===== src/rtl/spi_master.sv =====
// SPI initiator with Hamming(16,11) SECDED encode on transmit and decode on receive.
// Define SPI_MASTER_CORRECT_EN to enable single-error correction (detection-only otherwise).
module spi_master (
  input  logic        clk_in,
  input  logic        reset,
  input  logic        start,
  input  logic [10:0] data_from_host,
  input  logic        msg_in,
  output logic        ss,
  output logic        msg_out,
  output logic        busy,
  output logic        done,
  output logic [10:0] data_to_host,
  output logic        single_err,
  output logic        double_err
);

  localparam logic [1:0] S_IDLE   = 2'd0;
  localparam logic [1:0] S_SHIFT  = 2'd1;
  localparam logic [1:0] S_DECODE = 2'd2;

  localparam logic [3:0] DPOS [11] = '{
    4'd3, 4'd5, 4'd6, 4'd7, 4'd9, 4'd10,
    4'd11, 4'd12, 4'd13, 4'd14, 4'd15
  };

  logic [1:0]  r_state;
  logic [3:0]  r_cnt;
  logic [15:0] r_tx;
  logic [15:0] r_rx;
  logic        r_done;
  logic [10:0] r_data;
  logic        r_single;
  logic        r_double;

  logic [15:0] w_enc;
  logic [3:0]  w_syn;
  logic        w_par;
  logic [10:0] w_raw;
  logic [10:0] w_data;
  logic        w_corr;

  function automatic logic [15:0] f_encode(input logic [10:0] d);
    logic [15:0] p;
    p = '0;
    for (int k = 0; k < 11; k++) p[DPOS[k]] = d[k];
    // Each mask selects the data positions whose index has bit K set.
    p[1] = ^(p & 16'hAAA8);
    p[2] = ^(p & 16'hCCC8);
    p[4] = ^(p & 16'hF0E0);
    p[8] = ^(p & 16'hFE00);
    p[0] = ^p[15:1];
    return p;
  endfunction

  assign w_enc = f_encode(data_from_host);

  assign w_syn[0] = ^(r_rx & 16'hAAAA);
  assign w_syn[1] = ^(r_rx & 16'hCCCC);
  assign w_syn[2] = ^(r_rx & 16'hF0F0);
  assign w_syn[3] = ^(r_rx & 16'hFF00);
  assign w_par    = ^r_rx;

`ifdef SPI_MASTER_CORRECT_EN
  assign w_corr = w_par && (w_syn != 4'd0);
`else
  assign w_corr = 1'b0;
`endif

  always_comb begin
    w_raw  = '0;
    w_data = '0;
    for (int k = 0; k < 11; k++) begin
      w_raw[k]  = r_rx[DPOS[k]];
      w_data[k] = w_raw[k] ^ (w_corr && (w_syn == DPOS[k]));
    end
  end

  always_ff @(posedge clk_in or posedge reset) begin
    if (reset) begin
      r_state  <= S_IDLE;
      r_cnt    <= '0;
      r_tx     <= '0;
      r_rx     <= '0;
      r_done   <= 1'b0;
      r_data   <= '0;
      r_single <= 1'b0;
      r_double <= 1'b0;
    end else begin
      r_done <= 1'b0;
      case (r_state)
        S_IDLE: begin
          if (start) begin
            r_tx    <= w_enc;
            r_cnt   <= '0;
            r_state <= S_SHIFT;
          end
        end
        S_SHIFT: begin
          r_tx  <= {r_tx[14:0], 1'b0};
          r_rx  <= {r_rx[14:0], msg_in};
          r_cnt <= r_cnt + 4'd1;
          if (r_cnt == 4'd15) r_state <= S_DECODE;
        end
        S_DECODE: begin
          r_data   <= w_data;
          r_single <= w_par;
          r_double <= !w_par && (w_syn != 4'd0);
          r_done   <= 1'b1;
          r_state  <= S_IDLE;
        end
        default: r_state <= S_IDLE;
      endcase
    end
  end

  // Combinational from state so reset drops the select immediately.
  assign ss           = (r_state == S_SHIFT);
  assign msg_out      = ss & r_tx[15];
  assign busy         = (r_state != S_IDLE);
  assign done         = r_done;
  assign data_to_host = r_data;
  assign single_err   = r_single;
  assign double_err   = r_double;

endmodule


===== config.mk =====
export PLATFORM = sky130hd
export DESIGN_NAME = spi_master
export DESIGN_NICKNAME = d
export VERILOG_FILES = /design/src/rtl/spi_master.sv
export SDC_FILE = /design/constraint.sdc
export NUM_CORES = 1
export LEC_CHECK = 0
export ABC_CLOCK_PERIOD_IN_PS = 1600
export CAP_MARGIN = 25
export CORE_UTILIZATION = 50
export CTS_CLUSTER_DIAMETER = 40
export DETAILED_ROUTE_END_ITERATION = 12
export PLACE_DENSITY = 0.76
export SLEW_MARGIN = 20
export SYNTH_ARGS = -nofsm -noshare
export SYNTH_HDL_FRONTEND = slang
export SYNTH_SLANG_ARGS = --single-unit

===== constraint.sdc =====
create_clock -name clk_in -period 1.6 [get_ports clk_in]
set_input_delay 0.16 -clock clk_in [delete_from_list [all_inputs] [get_ports clk_in]]
set_output_delay 0.16 -clock clk_in [all_outputs]
set_load 0.01 [all_outputs]

==> reports/results.ini <==
[global_route]
overflow = 0
grt_max_degree = 21
grt_usage = 0.213
grt_pass1_wl_um = 8640
grt_pass1_vias = 1899
antenna_found_initial = 0

[timing]
setup_viol = 0
fmax_mhz = 631
relSlewSlack = 0.744
hold_ws_ns = 0.143
finalWorstPathRequiredPeriod_ns = 1.58
hold_violations = 0
final.setup_skew_ns = 0.00814
worst_slew_pin_slew_ns = 0.384
slew_violations = 0
fin_crit_sh = 0.990

[route]
wl_per_cell_um = 12.9
vias_per_cell = 4.91
drc = 0
wirelength_um = 5170
initialDrtViolationCount = 85
drtPass1Iterations = 4
via_count = 1970
final_antenna_net_count = 0

[pwr]
p_leak_nw = 1.65
power_w = 0.00814
ir_worst_vdd_uv = 1060
power_density_nw_per_um2 = 2360

[layout]
nets = 350
layout.cells.non_filler = 401
fillerInstances = 378
mostFrequentLayoutCell = nand2_1
seq_area_um2 = 1300
final_cell_mix = 97 x nand2_1, 52 x dfrtp_1, 35 x buf_4
stdcell_area_um2 = 3450
area_growth_pct = 35.0
num_antenna_cells = 0
multi_input_area_um2 = 1270
drive_above_1_share = 0.195

[job]
drv_cap = 0

[worst_setup_path]
worstPathMaxFanout = 2
start_kind = register
critPathArrivalTime_ns = 1.78
cp_data_required_time_ns = 1.80
rrSetupSlack_ns = 0.02
end_kind = register
critical_path_class = register to register

[clocking]
cts_hold_buf = 0
clockBufferDepth = 2
path_clk_slew_ns = 0.09
cts_buffers = 5
ctsHtreeMaxLevel = 2
clk_latency_ns = 0.30
clock_sinks = 52
cts_tree = done
cts_root_buffer = clkbuf_8

[die]
die_area_um2 = 5400
core_region_area_um2 = 4820
die_width_um = 73.5
initial_utilization = 0.530
rows = 25
ios = 32
die_y_um = 73.5

[placement]
placed_area_um2 = 3220
routabilityCongestion = 0.780
io_buffers = 31
dp_hpwl_um = 3780
placedCellCount = 393

[synth]
avgSynthCellArea_um2 = 9.46
synth-main-ff-cell = dfrtp_1
ys_seq_area_frac = 0.510
yosys_warnings = 0
synth.distinct_cells = 29
async_flop_share = 1.00
synth_top_cells_by_area = dfrtp_1 51%, nand2_1 14%, xnor2_1 12%
synth_cells = 270
ys_ff_latch = 52
synth_edf_count = 0
syn_area_um2 = 2550
synth.top_cell.area_share = 0.510
yosys.area.top_type = dfrtp_1
syn_nets = 286

[worst_hold_path]
worstHoldPathType = input port to async pin

[run_status]
status = completed

## cell families after synthesis
logic type / count (synthesis) / synth area share
AOI/OAI and AO/OA: 38 / 0.0970
xor gates and xnor gates: 46 / 0.175
adders and majority gates: 1 / 0.00490
buffers and inverters: 17 / 0.0250
DFF: 52 / 0.510
muxes: 2 / 0.00833
and+or+nand+nor: 114 / 0.180
## metal layers
metal | track usage | up-vias | part of all wire | wire, um
li1 | - | 996 | - | -
met1 | 0.281 | 933 | 0.47 | 2410
met2 | 0.352 | 36 | 0.50 | 2590
met3 | 0.0494 | 5 | 0.026 | 136
met4 | 0.0577 | 0 | 0.0073 | 38
met5 | 0 | - | 0 | 0
## repair_timing
item                                    CTS  global route
resized for setup                         6            14
endpoints found under the setup margin    4             5
pin swaps                                 1             7
buffers inserted                          0             1
## through the flow
stage | worst slack (ns) | util | TNS (ns)
6_report | 0.0164 | 0.716 | 0
5_1_grt | -0.0536 | 0.716 | -0.0750
4_1_cts | 0.00345 | 0.696 | 0
3_5_place_dp | -0.299 | 0.669 | -0.775
3_3_place_gp | -0.226 | 0.669 | -0.547
2_1_floorplan | 0.0833 | - | 0
## worst max-delay path, cell delays in order (launching register included)
cell     delay, ns
dfrtp_1       0.42
xor2_2        0.21
xnor2_2       0.28
xnor2_2       0.14
xnor2_2       0.16
mux2_2        0.27
## area by class of cell
| cell class | instances | share of cell area |
|---|---|---|
| Clock buffer | 5 | 0.0200 |
| Sequential cell | 52 | 0.377 |
| Inverter | 4 | 0.00435 |
| Timing Repair Buffer | 70 | 0.188 |
| Multi-Input combinational cell | 201 | 0.369 |
| Clock inverter | 2 | 0.0174 |
| Tap cell | 67 | 0.0243 |
## sequential cells by signal (all words and copies together) (netlist names)
| name | flops |
|---|---|
| r_rx | 16 |
| r_tx | 16 |
| data_to_host | 11 |
| r_cnt | 4 |
| r_state | 2 |
| done | 1 |
| double_err | 1 |
| single_err | 1 |
## worst paths after layout
path	startpoint	end	cells after the start
max in group asynchronous	reset	data_to_host[10]$_DFFE_PP0P_	3
min in group clk_in	data_from_host[9]	r_tx[14]$_DFFE_PP0P_	3
min	reset	r_tx[13]$_DFFE_PP0P_	2
min reg2reg	data_to_host[10]$_DFFE_PP0P_	data_to_host[10]$_DFFE_PP0P_	2
max	r_rx[3]$_DFFE_PP0P_	single_err$_DFFE_PP0P_	5
max reg2reg	r_rx[3]$_DFFE_PP0P_	single_err$_DFFE_PP0P_	5
## synth_stat cells, types with 2 or more instances
cell type,instances
nand3_1,2
xor2_1,6
a22o_1,3
o22a_1,2
dfrtp_1,52
a21oi_1,3
xor2_2,3
nor2b_1,3
o21ai_0,15
clkbuf_1,13
nand2_1,97
inv_1,4
nor2_1,4
a22oi_1,12
nand2b_1,3
xnor2_1,35
## power by group
group          total, W  switching, W  internal, W
registers       0.00226      0.000397      0.00187
logic           0.00484       0.00231      0.00254
clock network   0.00103      0.000414     0.000615
total           0.00814       0.00312      0.00502
No activity file was read; power rests on OpenSTA's default activity.
